$ cat config.mk
export PLATFORM = sky130hd
export DESIGN_NAME = regfile_wb_arbiter_flat
export DESIGN_NICKNAME = d
export VERILOG_FILES = /design/src/rtl/regfile_wb_arbiter_pkg.sv /design/src/rtl/regfile_wb_arbiter_if.sv /design/src/rtl/regfile_wb_arbiter_rr_arbiter.sv /design/src/rtl/regfile_wb_arbiter.sv /design/src/flat_wrapper.sv
export SDC_FILE = /design/constraint.sdc
export NUM_CORES = 1
export LEC_CHECK = 0
export CAP_MARGIN = 20
export CORE_ASPECT_RATIO = 0.75
export CORE_UTILIZATION = 32
export CTS_CLUSTER_DIAMETER = 100
export DETAILED_ROUTE_END_ITERATION = 12
export GPL_TIMING_DRIVEN = 0
export HOLD_SLACK_MARGIN = 0.02
export PLACE_DENSITY_LB_ADDON = 0.15
export SETUP_SLACK_MARGIN = 0.1
export SLEW_MARGIN = 20
export SYNTH_ARGS = -nofsm -noshare
export SYNTH_HDL_FRONTEND = slang
export SYNTH_HIERARCHICAL = 1
export SYNTH_SLANG_ARGS = --single-unit
$ cat constraint.sdc
create_clock -name clk -period 1.96 [get_ports clk]
set_input_delay 0.588 -clock clk [delete_from_list [all_inputs] [get_ports clk]]
set_output_delay 0.588 -clock clk [all_outputs]
set_load 0.03 [all_outputs]
$ cat src/rtl/regfile_wb_arbiter_pkg.sv
// Shared types and constants for the register-file write-back arbiter.
// Struct widths follow the package AW/DW defaults.
package regfile_pkg;

    localparam int AW = 5;
    localparam int DW = 32;
    localparam logic [AW-1:0] REG_ZERO = 5'd0;

    typedef struct packed {
        logic [AW-1:0] addr;
        logic [DW-1:0] data;
    } wb_req_t;

    typedef struct packed {
        logic          we;
        logic [AW-1:0] addr;
        logic [DW-1:0] wdata;
    } rf_wr_t;

    // A single requester still needs a one-bit pointer.
    function automatic int ptr_w(input int n);
        return (n > 1) ? $clog2(n) : 1;
    endfunction

endpackage

$ cat src/rtl/regfile_wb_arbiter_if.sv
// Write-back requester bundle: per-requester valid/ready plus packed addr/data, and a global hold.
interface regfile_wb_if #(
    parameter int NREQ = 2,
    parameter int AW   = 5,
    parameter int DW   = 32
);
    logic [NREQ-1:0]    req_valid;
    logic [NREQ*AW-1:0] req_addr;
    logic [NREQ*DW-1:0] req_data;
    logic [NREQ-1:0]    req_ready;
    logic               hold;

    modport master (output req_valid, req_addr, req_data, hold, input req_ready);
    modport slave  (input req_valid, req_addr, req_data, hold, output req_ready);
endinterface

$ cat src/rtl/regfile_wb_arbiter_rr_arbiter.sv
// Combinational round-robin picker: first requester at or after ptr (mod NREQ) wins.
module rr_arbiter
    import regfile_pkg::*;
#(
    parameter int NREQ = 2,
    localparam int PW  = ptr_w(NREQ)
) (
    input  logic [NREQ-1:0] req,
    input  logic            en,
    input  logic [PW-1:0]   ptr,
    output logic [NREQ-1:0] gnt,
    output logic [PW-1:0]   gnt_idx
);

    logic found;
    int   slot;

    always_comb begin
        gnt     = '0;
        gnt_idx = '0;
        found   = 1'b0;
        slot    = 0;
        for (int k = 0; k < NREQ; k++) begin
            slot = int'(ptr) + k;
            if (slot >= NREQ) slot = slot - NREQ;
            for (int i = 0; i < NREQ; i++) begin
                if (en && !found && req[i] && (slot == i)) begin
                    gnt[i]  = 1'b1;
                    gnt_idx = PW'(i);
                    found   = 1'b1;
                end
            end
        end
    end

endmodule

$ cat src/rtl/regfile_wb_arbiter.sv
// Shares the register-file write port between NREQ write-back requesters, with RAW hazard
// handling on the two read ports. Define RF_WB_BYPASS_EN to forward instead of stalling.
module regfile_wb_arbiter
    import regfile_pkg::*;
#(
    parameter int NREQ = 2,
    parameter int AW   = regfile_pkg::AW,
    parameter int DW   = regfile_pkg::DW,
    parameter int CW   = 16
) (
    input  logic          clk,
    input  logic          rst_n,
    regfile_wb_if.slave   wb,
    output logic          rf_we,
    output logic [AW-1:0] rf_addr,
    output logic [DW-1:0] rf_wdata,
    input  logic [AW-1:0] rd_addr1,
    input  logic [AW-1:0] rd_addr2,
    input  logic [DW-1:0] rf_rd1,
    input  logic [DW-1:0] rf_rd2,
    output logic [DW-1:0] rd_data1,
    output logic [DW-1:0] rd_data2,
    output logic          rd_stall1,
    output logic          rd_stall2,
    output logic [CW-1:0] contention
);

    localparam int PW = ptr_w(NREQ);

    logic [PW-1:0]   ptr_q, ptr_d;
    rf_wr_t          wr_q, wr_d;
    logic [CW-1:0]   contention_q, contention_d;
    logic [NREQ-1:0] gnt;
    logic [PW-1:0]   gnt_idx;
    wb_req_t         sel;
    logic            hazard1, hazard2;

    rr_arbiter #(.NREQ(NREQ)) u_arb (
        .req     (wb.req_valid),
        .en      (!wb.hold),
        .ptr     (ptr_q),
        .gnt     (gnt),
        .gnt_idx (gnt_idx)
    );

    assign wb.req_ready = gnt;

    always_comb begin
        sel = '0;
        for (int i = 0; i < NREQ; i++) begin
            if (gnt[i]) begin
                sel.addr = wb.req_addr[i*AW +: AW];
                sel.data = wb.req_data[i*DW +: DW];
            end
        end
    end

    always_comb begin
        ptr_d        = ptr_q;
        wr_d         = wr_q;
        wr_d.we      = 1'b0;
        contention_d = contention_q;
        if (|gnt) begin
            ptr_d      = (gnt_idx == PW'(NREQ - 1)) ? '0 : gnt_idx + 1'b1;
            // Writes to $zero are accepted but never reach the register file.
            wr_d.we    = (sel.addr != REG_ZERO);
            wr_d.addr  = sel.addr;
            wr_d.wdata = sel.data;
        end
        if (!wb.hold && ($countones(wb.req_valid) > 1) && (contention_q != '1))
            contention_d = contention_q + 1'b1;
    end

    always_ff @(posedge clk or negedge rst_n) begin
        if (!rst_n) begin
            ptr_q        <= '0;
            wr_q         <= '0;
            contention_q <= '0;
        end else begin
            ptr_q        <= ptr_d;
            wr_q         <= wr_d;
            contention_q <= contention_d;
        end
    end

    assign rf_we      = wr_q.we;
    assign rf_addr    = wr_q.addr;
    assign rf_wdata   = wr_q.wdata;
    assign contention = contention_q;

    assign hazard1 = wr_q.we && (wr_q.addr == rd_addr1) && (rd_addr1 != REG_ZERO);
    assign hazard2 = wr_q.we && (wr_q.addr == rd_addr2) && (rd_addr2 != REG_ZERO);

`ifdef RF_WB_BYPASS_EN
    assign rd_data1  = hazard1 ? wr_q.wdata : rf_rd1;
    assign rd_data2  = hazard2 ? wr_q.wdata : rf_rd2;
    assign rd_stall1 = 1'b0;
    assign rd_stall2 = 1'b0;
`else
    // The register file has not committed yet, so the raw read is stale: retry next cycle.
    assign rd_data1  = rf_rd1;
    assign rd_data2  = rf_rd2;
    assign rd_stall1 = hazard1;
    assign rd_stall2 = hazard2;
`endif

endmodule

$ cat src/flat_wrapper.sv
// flat-port wrapper written by rule: the top's interface ports become plain ports
module regfile_wb_arbiter_flat import regfile_pkg::*;
#(
    parameter int NREQ = 2,
    parameter int AW   = regfile_pkg::AW,
    parameter int DW   = regfile_pkg::DW,
    parameter int CW   = 16
)
  (clk, rst_n, rf_we, rf_addr, rf_wdata, rd_addr1, rd_addr2, rf_rd1, rf_rd2, rd_data1, rd_data2, rd_stall1, rd_stall2, contention, wb_req_valid, wb_req_addr, wb_req_data, wb_hold, wb_req_ready);
  regfile_wb_if #(.NREQ(NREQ), .AW(AW), .DW(DW)) wb_i ();
  input  logic clk;
  input  logic rst_n;
  output logic rf_we;
  output logic [AW-1:0] rf_addr;
  output logic [DW-1:0] rf_wdata;
  input  logic [AW-1:0] rd_addr1;
  input  logic [AW-1:0] rd_addr2;
  input  logic [DW-1:0] rf_rd1;
  input  logic [DW-1:0] rf_rd2;
  output logic [DW-1:0] rd_data1;
  output logic [DW-1:0] rd_data2;
  output logic rd_stall1;
  output logic rd_stall2;
  output logic [CW-1:0] contention;
  input wire logic [$bits(wb_i.req_valid)-1:0] wb_req_valid;
  input wire logic [$bits(wb_i.req_addr)-1:0] wb_req_addr;
  input wire logic [$bits(wb_i.req_data)-1:0] wb_req_data;
  input wire logic [$bits(wb_i.hold)-1:0] wb_hold;
  output wire logic [$bits(wb_i.req_ready)-1:0] wb_req_ready;
  assign wb_i.req_valid = wb_req_valid;
  assign wb_i.req_addr = wb_req_addr;
  assign wb_i.req_data = wb_req_data;
  assign wb_i.hold = wb_hold;
  assign wb_req_ready = wb_i.req_ready;
  regfile_wb_arbiter #(.NREQ(NREQ), .AW(AW), .DW(DW), .CW(CW)) u_core (.clk(clk), .rst_n(rst_n), .wb(wb_i), .rf_we(rf_we), .rf_addr(rf_addr), .rf_wdata(rf_wdata), .rd_addr1(rd_addr1), .rd_addr2(rd_addr2), .rf_rd1(rf_rd1), .rf_rd2(rf_rd2), .rd_data1(rd_data1), .rd_data2(rd_data2), .rd_stall1(rd_stall1), .rd_stall2(rd_stall2), .contention(contention));
endmodule
Word level (Yosys, flattened, before mapping)

Index checks and enable logic that the tools add are counted.

Register bits after elaboration: 55
Latch bits: 0
Bits in writable memories: 0
Bits in read-only memories: 0
Logic and storage cells: 60
Memories: 0

Add/sub/neg operators: 6
$mul: 0
Div/mod/pow operators: 0
$lt $le $gt $ge: 3
Equal/unequal tests: 5
Shift operators: 0
Mux-type cells: 14
Bitwise logic cells: 0
Reductions and logical operators: 27

Operators by type and width:

| cell                    | count |
|---|---|
| $mux W37                | 2 |
| $eq A32 B2 Y1 const B   | 2 |
| $logic_not A32 Y1       | 2 |
| $mux W32                | 2 |
| $mux W38                | 1 |
| $gt A32 B2 Y1 const B   | 1 |
| $logic_and A1 B1 Y1     | 17 |
| $add A16 B1 Y16 const B | 1 |
| $ne A16 B16 Y1 const B  | 1 |
| $reduce_bool A5 Y1      | 3 |
| $eq A5 B5 Y1            | 2 |
| $mux W1                 | 9 |
| $logic_not A1 Y1        | 4 |
| $sub A1 B2 Y3 const B   | 1 |
| $sub A2 B2 Y3 const B   | 1 |
| $add A1 B1 Y2           | 1 |
| $add A1 B1 Y2 const B   | 1 |
| $ge A1 B2 Y1 const B    | 1 |
| $ge A2 B2 Y1 const B    | 1 |
| $reduce_or A2 Y1        | 1 |
| $add A1 B1 Y1 const B   | 1 |

Logic depth before layout (Yosys ltp)

Gate-level depths: netlist of run 1.

Depth in word-level cells: 23
Gate-level depth with buffers: 9
Depth with buffers taken out: 6

Cells and area by module

Netlist of run 1, hierarchy kept.

By module, submodules not included:

| module             | times used | cells an instance | area each (sq um) |
|---|---|---|---|
| regfile_wb_arbiter | 1          | 330               | 3201.8 |
| rr_arbiter         | 1          | 6                 | 26.3 |

Worst setup path before layout of run 1

Ideal clock, no wire load.

Path kind: input to register
Start: in wb_hold
End: reg u_core.wr_q, in the netlist u_core/rf_addr[2]
Setup time: 136 ps
Arrival: 2169 ps
Required time: 1824 ps
Slack: -344 ps
Cell stages on the path: 8
Cells stage by stage: inv_1 > nand2_1 > a21oi_1 > clkbuf_1 > buf_2 > buf_2 > mux2i_1 > o21ai_0

Elaborated cells on any way between the ends: 24
Classes of those cells: mux: 8; reduce/logical: 16

RTL lines:

| item                              | RTL line                            | source |
|---|---|---|
| start: declaration                | flat_wrapper.sv:28                  | `input wire logic [$bits(wb_i.hold)-1:0] wb_hold;` |
| $logic_not A1 Y1 (*)              | regfile_wb_arbiter.sv:40            | `.en (!wb.hold),` |
| $logic_and A1 B1 Y1 (2 in series) | regfile_wb_arbiter_rr_arbiter.sv:27 | `if (en && !found && req[i] && (slot == i)) begin` |
| $mux W1                           | regfile_wb_arbiter_rr_arbiter.sv:27 |  |
| $logic_not A1 Y1                  | regfile_wb_arbiter_rr_arbiter.sv:27 |  |
| $logic_and A1 B1 Y1 (3 in series) | regfile_wb_arbiter_rr_arbiter.sv:27 |  |
| $mux W1                           | regfile_wb_arbiter_rr_arbiter.sv:27 |  |
| $logic_not A1 Y1                  | regfile_wb_arbiter_rr_arbiter.sv:27 |  |
| $logic_and A1 B1 Y1 (3 in series) | regfile_wb_arbiter_rr_arbiter.sv:27 |  |
| $mux W1 (*)                       | regfile_wb_arbiter_rr_arbiter.sv:27 |  |
| net wb_req_ready[0]               | flat_wrapper.sv:29                  | `output wire logic [$bits(wb_i.req_ready)-1:0] wb_req_ready;` |
| $mux W37 (2 in series)            | regfile_wb_arbiter.sv:51            | `if (gnt[i]) begin` |
| end signal: assignment            | regfile_wb_arbiter.sv:81            | `wr_q <= wr_d;` |
| end: declaration                  | regfile_wb_arbiter.sv:31            | `rf_wr_t wr_q, wr_d;` |

Mark *: on every way through the listed nets, which the timed path passes. The rest lies on a longest branch.
A chain may end at the register's enable or synchronous reset.

Worst setup path in the final report of run 1

Start: reg u_core.wr_q, in the netlist u_core/rf_addr[0]
End: out rd_stall2

Longest elaborated chain between the ends: 3

Ends and longest elaborated chain:

| item                              | RTL line                 | source |
|---|---|---|
| $eq A5 B5 Y1                      | regfile_wb_arbiter.sv:92 | `assign hazard2 = wr_q.we && (wr_q.addr == rd_addr2) && (rd_addr2 != REG_ZERO);` |
| $logic_and A1 B1 Y1 (2 in series) | regfile_wb_arbiter.sv:92 |  |
| end: declaration                  | flat_wrapper.sv:23       | `output logic rd_stall2;` |

No other way between the ends.

==> metrics.md, run 1 <==
| Metric | Value |
|---|---|
| Final hold violation count | `0` |
| Ports | `275` |
| Async SR Flop Fraction | `100%` |
| Overall power | `0.00457 W` |
| Area Overhead vs Synth | `78.6%` |
| Worst vdd ir | `0.000413 V` |
| P per Cell Area | `793 nW/um^2` |
| Cts bufs inserted | `5` |
| Vias in the first global route | `3,054` |
| Clk slew on worst S/H paths | `70 ps` |
| Area of the multi-input gates | `1420 um^2` |
| WL per Instance | `14.6 um` |
| CP startpoint kind | `register` |
| Seq/Total Area, Yosys | `42.6%` |
| Sink Count | `55` |
| Die Wd | `118 um` |
| Tcrit/Tclk final | `105%` |
| Die area | `10,500 um^2` |
| Max Clock Skew | `2.37 ps` |
| Worst Hold Class | `in2async` |
| Violated checks | `negative setup slack` |
| Post-route ant nets | `0` |
| Critical Path AT | `1470 ps` |
| Synth Cell Area | `3230 um^2` |
| Die Y | `89.0 um` |
| Pre-CTS setup slack | `-908 ps` |
| Overall Global Routing Usage | `18.0%` |
| EDFF count, synth | `0` |
| Drc violations | `0` |
| Net Count, Synth | `490` |
| Fin worst setup slack | `-94.0 ps` |
| Status | `finished, violations left` |
| Via count | `3,226` |
| Starting Density | `33.2%` |
| Critical setup path kind | `reg2out` |
| Syn Inst Count | `336` |
| Antenna violations before repair | `0` |
| CP endpoint kind | `output pin` |
| Worst Tran Pin Value | `724 ps` |
| CTS max path bufs | `2` |
| Synth Warn # | `6` |
| RSZ-0062 raised after global routing | `yes` |
| CP required | `1370 ps` |
| Pin count of the biggest net entering global routing | `56` |
| I/O Buffers | `210` |
| Routability Congestion | `0.819` |
| Worst-skew pair later-pin latency | `290 ps` |
| Total core area | `9740 um^2` |
| Max Fclk | `487 MHz` |
| # rows | `31` |
| Worst Path Max Fanout | `5` |
| Distinct cells, synth | `30` |
| Dpl hpwl | `7.92 mm` |
| Pleak | `2.70 nW` |
| Main synth FF type | `dfrtp_1` |
| Number of synthesized register bits | `55` |
| TritonRoute pass-1 iters | `4` |
| Final setup fails | `2` |
| CTS root buf | `clkbuf_16` |
| CTS H-tree depth | `2` |
| GRT Residual Overflow | `0` |
| Post-Route WL | `10.2 mm` |
| Syn_area_per_cell | `9.61 um^2` |
| Minimum clock period | `2050 ps` |
| Global-route wire length before repair | `14.9 mm` |
| Initial DRC count | `89` |
| Antenna Cells | `0` |
| Slew Viols, Final | `0` |
| Via/cell ratio | `4.60` |
| Fillers | `935` |
| Layout cells sized above 1 | `25.1%` |
| Nets | `722` |
| CTS tree | `done` |
| Max_cap viols | `0` |
| Storage cell area | `1390 um^2` |
| Relative slew margins | `51.7%` |
-- metal layers --
| layer | wire, um | part of all wire, % | global-route usage (%) | up-vias |
|---|---|---|---|---|
| li1 | - | - | - | 1552 |
| met5 | 0 | 0 | 0 | - |
| met4 | 89 | 0.87 | 4.90 | 0 |
| met2 | 5240 | 51 | 32.8 | 156 |
| met1 | 4090 | 40 | 21.0 | 1508 |
| met3 | 785 | 7.7 | 5.23 | 10 |
-- sequential cells by signal, indices dropped and copies added, names as in the netlist --
signal             count
u_core/rf_we           1
u_core/rf_wdata       32
u_core/contention     16
u_core/rf_addr         5
u_core/ptr_q           1
-- path summary, 6_finish.rpt --
kind | from | to | slack (ps) | depth (start not counted)
setup / recovery | u_core/rf_addr[0] | rd_stall2 | -90 | 5
hold / removal | rst_n | u_core/rf_wdata[9] | 340 | 1
setup reg to reg | u_core/contention[0] | u_core/contention[14] | 190 | 5
hold reg to reg | u_core/contention[15] | u_core/contention[15] | 500 | 1
max in group asynchronous | rst_n | u_core/rf_addr[1] | 1080 | 1
min in group clk | u_core/contention[15] | u_core/contention[15] | 500 | 1
-- report_power, final --
group          internal, W  leakage (nW)  switching [W]
sequential         0.00138         0.665       0.000212
clock             0.000636        0.0868       0.000397
combinational     0.000830          1.95        0.00112
total              0.00284          2.70        0.00173
-- stage by stage --
step,hold WS [ps],setup TNS [ps],std cells,cell area [um^2],utilization [%]
after floorplan,292,0,336,3280,-
after detailed placement,495,-31670,678,5550,57.0
after global routing,412,-263,701,5770,59.2
final,338,-129,701,5770,59.2
after CTS,386,-193,688,5610,57.7
after global placement,492,-112630,678,5550,57.0
-- worst max-delay path: stages, from the launching register on --
cell,delay [ps]
dfrtp_2,460
nor4_4,300
nor3_2,80
a21oi_2,150
nor2_4,50
buf_6,130
-- Yosys cell counts, types with 2 or more instances --
cell type	instances	area share, %
nor2_1	3	0.35
nand4_1	4	0.78
nor4_1	7	1.4
clkbuf_1	11	1.3
or4_1	2	0.46
o21ai_0	41	6.4
xor2_1	14	3.8
dfrtp_1	55	43
mux2i_1	37	11
xnor2_1	7	1.9
nor3_1	8	1.2
buf_2	3	0.46
nand3_1	6	0.93
a21oi_1	7	1.1
or4_4	2	0.70
inv_1	5	0.58
nand2_1	46	5.3
buf_4	64	15
nor4b_1	2	0.54
nor4_2	2	0.78
-- logic make-up after synthesis --
family / after synthesis / synth area share [%]
and+or+nand+nor: 89 / 14.7
muxes: 38 / 11.8
DFF: 55 / 42.6
buffers and inverters: 84 / 17.3
xor gates and xnor gates: 21 / 5.70
AOI/OAI and AO/OA: 48 / 7.44
adders and majority gates: 1 / 0.388
-- what timing repair did --
item | CTS | global route
endpoints found under the setup margin | 176 | 26
hold buffers | 0 | 0
buffers inserted | 2 | 13
hold endpoints to repair | 0 | 0
pin swaps | 9 | 10
resized for setup | 201 | 22
-- placed cells by master, fill, tap and decap left out, drive strengths merged, types with 9 or more instances in the layout --
cell           count
nor4              10
buf               95
dfrtp             55
nand2             46
o21ai             41
mux2i             37
dlygate4sd2      119
clkbuf            20
xor2              14
nor3               9
clkdlybuf4s50     74
-- cell type report --
cell class,instances,area share (%)
repair buffers,225,35.2
multi-input cells,197,24.7
flip-flops and latches,55,24.0
plain buffers,79,9.87
well taps,132,2.86
clock buffers,6,2.41
clock inverters,2,0.608
inverters,5,0.326
Note: power is estimated with default switching activity, not from simulation.
==> inputs of run 2 (changes only) <==
--- a/config.mk
+++ b/config.mk
@@ -13,7 +13,7 @@
 export GPL_TIMING_DRIVEN = 0
 export HOLD_SLACK_MARGIN = 0.02
 export PLACE_DENSITY_LB_ADDON = 0.15
-export SETUP_SLACK_MARGIN = 0.1
+export SETUP_SLACK_MARGIN = 0.5
 export SLEW_MARGIN = 20
 export SYNTH_ARGS = -nofsm -noshare
 export SYNTH_HDL_FRONTEND = slang
==> constraint.sdc (replaced) <==
create_clock -name clk -period 2.3 [get_ports clk]
set_input_delay 0.69 -clock clk [delete_from_list [all_inputs] [get_ports clk]]
set_output_delay 0.69 -clock clk [all_outputs]
set_load 0.03 [all_outputs]
==> metrics.md, run 2 (synthesized netlist as in run 1, its figures left out) <==
| Metric | Value |
|---|---|
| Drc violations | `0 (unchanged)` |
| Total core area | `9740 um^2 (unchanged)` |
| Max FFs per register | `32 (unchanged)` |
| CTS root buf | `clkbuf_16 (unchanged)` |
| Worst Path Max Fanout | `1 (was 5)` |
| Antenna Cells | `0 (unchanged)` |
| Most used cell, CP | `buf_6` |
| Sw frac | `37.6% (was 37.8%)` |
| Die area | `10,500 um^2 (unchanged)` |
| Sink Count | `55 (unchanged)` |
| Worst-skew pair later-pin latency | `290 ps (about the same)` |
| Buffers & Inverters on Critical Path | `2 (was 1)` |
| Die Y | `89.0 um (unchanged)` |
| Critical setup path kind | `in2out (was reg2out)` |
| TritonRoute pass-1 iters | `4 (unchanged)` |
| Pre-CTS setup slack | `-818 ps (was -908 ps)` |
| CP endpoint kind | `output pin (unchanged)` |
| Critical Path AT | `1480 ps (was 1470 ps)` |
| WL per Instance | `14.9 um (was 14.6 um)` |
| Worst R2R Path Depth | `6 (was 5)` |
| Relative slew margins | `68.1% (was 51.7%)` |
| CTS H-tree depth | `2 (unchanged)` |
| CTS tree | `done (unchanged)` |
| Vias in the first global route | `3,114 (was 3,054)` |
| Reg2reg end | `u_core/contention[1] (was u_core/contention[14])` |
| P per Cell Area | `653 nW/um^2 (was 793 nW/um^2)` |
| Pleak | `2.71 nW (was 2.70 nW)` |
| Starting Density | `33.2% (unchanged)` |
| Post-Route WL | `10.5 mm (was 10.2 mm)` |
| Cts bufs inserted | `5 (unchanged)` |
| Util after Layout | `62.9% (was 59.2%)` |
| Antenna violations before repair | `0 (unchanged)` |
| CTS max path bufs | `2 (unchanged)` |
| Area Overhead vs Synth | `89.7% (was 78.6%)` |
| Dpl hpwl | `7.84 mm (was 7.92 mm)` |
| Post-route ant nets | `0 (unchanged)` |
| Max incr delay on CP | `190 ps (was 460 ps)` |
| Internal power | `0.00249 W (was 0.00284 W)` |
| Cells along the critical path | `buf_6 -> xor2_1 -> nor3_1 -> nand3_1 -> nor2_4 -> buf_6 (was nor4_4 -> nor3_2 -> a21oi_2 -> nor2_4 -> buf_6)` |
| Max_cap viols | `0 (unchanged)` |
| Via/cell ratio | `4.57 (was 4.60)` |
| Comb pwr share | `43.2% (was 42.7%)` |
| Most common cell after layout, fill and taps aside | `buf_4 (was dlygate4sd2_1)` |
| Final hold violation count | `0 (unchanged)` |
| Final setup fails | `0 (was 2)` |
| CP startpoint kind | `input pin (was register)` |
| Via count | `3,225 (was 3,226)` |
| Ports | `275 (unchanged)` |
| Status | `completed (was finished, violations left)` |
| Worst vdd ir | `0.000386 V (was 0.000413 V)` |
| CTS Hold Bufs | `0 (unchanged)` |
| Global-route wire length before repair | `15.5 mm (was 14.9 mm)` |
| Routability Congestion | `0.790 (was 0.819)` |
| Worst Tran Pin Value | `479 ps (was 724 ps)` |
| GRT Residual Overflow | `0 (unchanged)` |
| Tcrit/Tclk final | `94.3%` |
| I/O Buffers | `210 (unchanged)` |
| Layout cells sized above 1 | `41.5% (was 25.1%)` |
| Nets | `727 (was 722)` |
| Initial DRC count | `96 (was 89)` |
| Die Wd | `118 um (unchanged)` |
| Max Fclk | `461 MHz` |
| Part of the power in the clock network | `22.6% (about the same)` |
| Pin count of the biggest net entering global routing | `56 (unchanged)` |
| Worst Hold Class | `in2async (unchanged)` |
| Reg2reg setup slack | `480 ps (was 190 ps)` |
| # rows | `31 (unchanged)` |
| Max Clock Skew | `10.8 ps (was 2.37 ps)` |
| Critical path's slowest cell | `nor3_1 (was dfrtp_2)` |
| Overall Global Routing Usage | `18.8% (was 18.0%)` |
| Crit-path leading delay family | `simple AND/OR/NAND/NOR gates (was flip-flops)` |
| Slew Viols, Final | `0 (unchanged)` |
| Clk slew on worst S/H paths | `80 ps (was 70 ps)` |
| Fillers | `805 (was 935)` |
| Highest-count cells in the layout ignoring fill and taps | `buf_4 (84), clkdlybuf4s15_2 (78), clkdlybuf4s50_1 (74) (was dlygate4sd2_1 (119), buf_4 (80), clkdlybuf4s50_1 (74))` |
| Minimum clock period | `2170 ps` |
| Switch Pwr | `0.00150 W (was 0.00173 W)` |
| Fin worst setup slack | `130 ps (was -94.0 ps)` |
| Reg power frac | `34.1% (was 34.7%)` |
| CP required | `1610 ps (was 1370 ps)` |
| RSZ-0062 raised after global routing | `yes (unchanged)` |
| R2R Path Start | `u_core/contention[0] (unchanged)` |
run 2: cell count changes in the layout (fill, tap and decap cells not counted), sizes merged:
cell,previous run,this run
dlygate4sd2,119,29
clkdlybuf4s15,2,87
buf,95,104
clkbuf,20,21
clkinv,1,0
inv,5,6
run 2: worst max path at each step:
stage / end / slack [ps] / cells after the start / start
final: rd_stall2 / 130 / 6 / rd_addr2[2]
after global routing: rd_stall2 / 70 / 5 / u_core/rf_addr[2]
after CTS: rd_stall1 / 90 / 6 / rd_addr1[3]
after detailed placement: wb_req_ready[1] / -820 / 5 / wb_hold
after global placement: u_core/contention[0] / -1490 / 1 / rst_n
after floorplan: rd_stall2 / 270 / 4 / rd_addr2[2]
run 2: repair_timing:
action	CTS	global route
pin swaps	11	7
endpoints found under the setup margin	177	57
gates resized for setup	378	37
gates cloned	0	1
setup buffers	4	14
run 2: final cells by class:
type                            count  area, um^2  share of cell area [%]
Timing Repair Buffer              230        2330                    38.0
Buffer                             79         594                    9.71
Multi-Input combinational cell    197        1440                    23.5
Clock inverter                      2        38.8                   0.633
Clock buffer                        6         139                    2.27
Tap cell                          132         165                    2.70
Inverter                            5        31.3                   0.511
Sequential cell                    55        1390                    22.7
run 2: layer usage:
metal / share of wire [%] / wire length, um / GRT usage (%) / vias to the layer above
li1: - / - / - / 1556
met4: 0.56 / 59 / 3.85 / 0
met5: 0 / 0 / 0 / -
met2: 53 / 5550 / 34.3 / 137
met3: 6.4 / 675 / 4.72 / 5
met1: 40 / 4230 / 22.9 / 1527
run 2: power by group through the flow:
stage	logic, W	registers (W)	clock network, W
final	0.00173	0.00136	0.000905
after global routing	0.00184	0.00140	0.000960
after CTS	0.00165	0.00136	0.000926
after detailed placement	0.00175	0.00137	0
after global placement	0.00173	0.00136	0
after floorplan	0.000561	0.00173	0
run 2: metrics by stage:
stage / instances / area, um^2 / setup TNS, ps / hold WS, ps / total power [W]
finish: 706 / 6120 / 0 / 375 / 0.00400
global route: 706 / 6120 / 0 / 393 / 0.00420
CTS: 691 / 5940 / 0 / 383 / 0.00393
detailed placement: 679 / 5630 / -18630 / 502 / 0.00312
global placement: 678 / 5610 / -89710 / 501 / 0.00309
floorplan: 336 / 3340 / 0 / 394 / 0.00230
==> inputs of run 3 (changes only) <==
--- a/config.mk
+++ b/config.mk
@@ -10,7 +10,7 @@
 export CORE_UTILIZATION = 32
 export CTS_CLUSTER_DIAMETER = 100
 export DETAILED_ROUTE_END_ITERATION = 12
-export GPL_TIMING_DRIVEN = 0
+export GPL_TIMING_DRIVEN = 1
 export HOLD_SLACK_MARGIN = 0.02
 export PLACE_DENSITY_LB_ADDON = 0.15
 export SETUP_SLACK_MARGIN = 0.5
==> metrics.md, run 3 (synthesized netlist as in run 1, its figures left out) <==
| Metric | Value |
|---|---|
| Fillers | `942 (was 805)` |
| DP Area | `4580 um^2 (was 5630 um^2)` |
| Slew Viols, Final | `0 (unchanged)` |
| Minimum clock period | `2270 ps (was 2170 ps)` |
| WL per Instance | `16.1 um (was 14.9 um)` |
| # rows | `31 (unchanged)` |
| Worst-skew pair later-pin latency | `290 ps (about the same)` |
| Antenna violations before repair | `0 (unchanged)` |
| Final setup fails | `0 (unchanged)` |
| Ports | `275 (unchanged)` |
| Critical setup path kind | `in2out (unchanged)` |
| Area Overhead vs Synth | `50.5% (was 89.7%)` |
| Max Clock Skew | `3.27 ps (was 10.8 ps)` |
| P per Cell Area | `730 nW/um^2 (was 653 nW/um^2)` |
| Vias in the first global route | `2,678 (was 3,114)` |
| CTS max path bufs | `2 (unchanged)` |
| Die Y | `89.0 um (unchanged)` |
| Worst Path Max Fanout | `2 (was 1)` |
| Switch Pwr | `0.00135 W (was 0.00150 W)` |
| GRT Residual Overflow | `0 (unchanged)` |
| Post-Route WL | `9.21 mm (was 10.5 mm)` |
| Worst Tran Pin Value | `409 ps (was 479 ps)` |
| Pin count of the biggest net entering global routing | `69 (was 56)` |
| Critical path's slowest cell | `nor4_4 (was nor3_1)` |
| Max FFs per register | `32 (unchanged)` |
| Die area | `10,500 um^2 (unchanged)` |
| CTS tree | `done (unchanged)` |
| Global-route wire length before repair | `13.6 mm (was 15.5 mm)` |
| Via count | `2,667 (was 3,225)` |
| Part of the power in the clock network | `21.2% (was 22.6%)` |
| Reg power frac | `37.9% (was 34.1%)` |
| CTS Hold Bufs | `0 (unchanged)` |
| Placed Instances | `555 (was 679)` |
| CTS root buf | `clkbuf_16 (unchanged)` |
| CP endpoint kind | `output pin (unchanged)` |
| Relative slew margins | `72.5% (was 68.1%)` |
| RSZ-0062 raised after global routing | `yes (unchanged)` |
| Comb pwr share | `40.8% (was 43.2%)` |
| TritonRoute pass-1 iters | `4 (unchanged)` |
| Sink Count | `55 (unchanged)` |
| Die Wd | `118 um (unchanged)` |
| Dpl hpwl | `6.63 mm (was 7.84 mm)` |
| Util after Layout | `49.9% (was 62.9%)` |
| Post-route ant nets | `0 (unchanged)` |
| CP required | `1610 ps (about the same)` |
| Layout cells sized above 1 | `24.5% (was 41.5%)` |
| Overall Global Routing Usage | `16.7% (was 18.8%)` |
| Final instance area | `4860 um^2 (was 6120 um^2)` |
| Nets | `593 (was 727)` |
| Highest-count cells in the layout ignoring fill and taps | `clkdlybuf4s50_1 (74), nand2_1 (44), dfrtp_1 (44) (was buf_4 (84), clkdlybuf4s15_2 (78), clkdlybuf4s50_1 (74))` |
| Internal power | `0.00220 W (was 0.00249 W)` |
| Worst Hold Class | `in2async (unchanged)` |
| Total core area | `9740 um^2 (unchanged)` |
| Sw frac | `38.0% (was 37.6%)` |
| Clk slew on worst S/H paths | `70 ps (was 80 ps)` |
| Pleak | `2.05 nW (was 2.71 nW)` |
| Hold slack | `378 ps (was 375 ps)` |
| Starting Density | `33.2% (unchanged)` |
| Overall power | `0.00355 W (was 0.00400 W)` |
| Critical Path AT | `1580 ps (was 1480 ps)` |
| Final Non-Filler Cells | `572 (was 706)` |
| I/O Buffers | `146 (was 210)` |
| Tcrit/Tclk final | `98.6% (was 94.3%)` |
| Status | `completed (unchanged)` |
| Max incr delay on CP | `240 ps (was 190 ps)` |
| Antenna Cells | `0 (unchanged)` |
| Initial DRC count | `55 (was 96)` |
| Cts bufs inserted | `5 (unchanged)` |
| CTS H-tree depth | `2 (unchanged)` |
| Most common cell after layout, fill and taps aside | `clkdlybuf4s50_1 (was buf_4)` |
| Final hold violation count | `0 (unchanged)` |
| Max_cap viols | `0 (unchanged)` |
| Drc violations | `0 (unchanged)` |
| Worst vdd ir | `0.000317 V (was 0.000386 V)` |
| CP startpoint kind | `input pin (unchanged)` |
| Cells along the critical path | `clkdlybuf4s15_2 -> nor4_4 -> nor3_2 -> a21oi_2 -> nor3_4 -> buf_6 (was buf_6 -> xor2_1 -> nor3_1 -> nand3_1 -> nor2_4 -> buf_6)` |
| Routability Congestion | `0.811 (was 0.790)` |
| Max Fclk | `441 MHz (was 461 MHz)` |
| Via/cell ratio | `4.66 (was 4.57)` |
[run 3: path summary, 6_finish.rpt]
kind | start | depth (start not counted) | slack [ps] | to
min reg2reg | u_core/contention[15] | 1 | 510 | u_core/contention[15]
max in group asynchronous | rst_n | 2 | 1630 | u_core/contention[13]
max reg2reg | u_core/contention[0] | 5 | 620 | u_core/contention[12]
min | rst_n | 2 | 380 | u_core/rf_wdata[4]
min in group clk | u_core/contention[15] | 1 | 510 | u_core/contention[15]
max | rd_addr1[2] | 6 | 30 | rd_stall1
[run 3: power groups by stage]
stage / logic [W] / clock network (W) / registers [W]
2_1_floorplan: 0.000561 / 0 / 0.00173
3_3_place_gp: 0.00147 / 0 / 0.00135
3_5_place_dp: 0.00149 / 0 / 0.00135
4_1_cts: 0.00139 / 0.000790 / 0.00134
5_1_grt: 0.00155 / 0.000823 / 0.00138
6_report: 0.00145 / 0.000752 / 0.00134
[run 3: area by class of cell]
class,count,area (um^2),area share [%]
clock buffer,5,125,2.58
tap,132,165,3.40
clock inverter,3,15.0,0.309
multi-input combinational,197,1440,29.6
timing repair buffer,175,1690,34.9
sequential,55,1390,28.6
inverter,5,31.3,0.644
[run 3: critical path: cells and delay by family]
family                 cells  cell delay, ps
AND/OR/NAND/NOR            3             370
AO/OA/AOI/OAI              1             160
buffers and inverters      2             350
[run 3: through the flow]
step                setup TNS, ps  setup slack [ps]
floorplan                       0               270
global placement            -1280              -699
detailed placement          -2230              -765
CTS                             0              46.6
global route                -24.7             -24.7
finish                          0              32.7
[run 3: per-layer routing]
layer | part of all wire, % | global-route usage (%) | up-vias
met5 | 0 | 0 | -
met3 | 8.2 | 6.76 | 38
met4 | 3.1 | 8.39 | 0
li1 | - | - | 1292
met2 | 45 | 26.6 | 121
met1 | 44 | 19.7 | 1216
[run 3: timing repair]
action / CTS / global route
pin swaps: 11 / 8
gates cloned: 0 / 2
setup endpoints to repair: 112 / 23
gates resized for setup: 162 / 27
setup buffers: 3 / 4
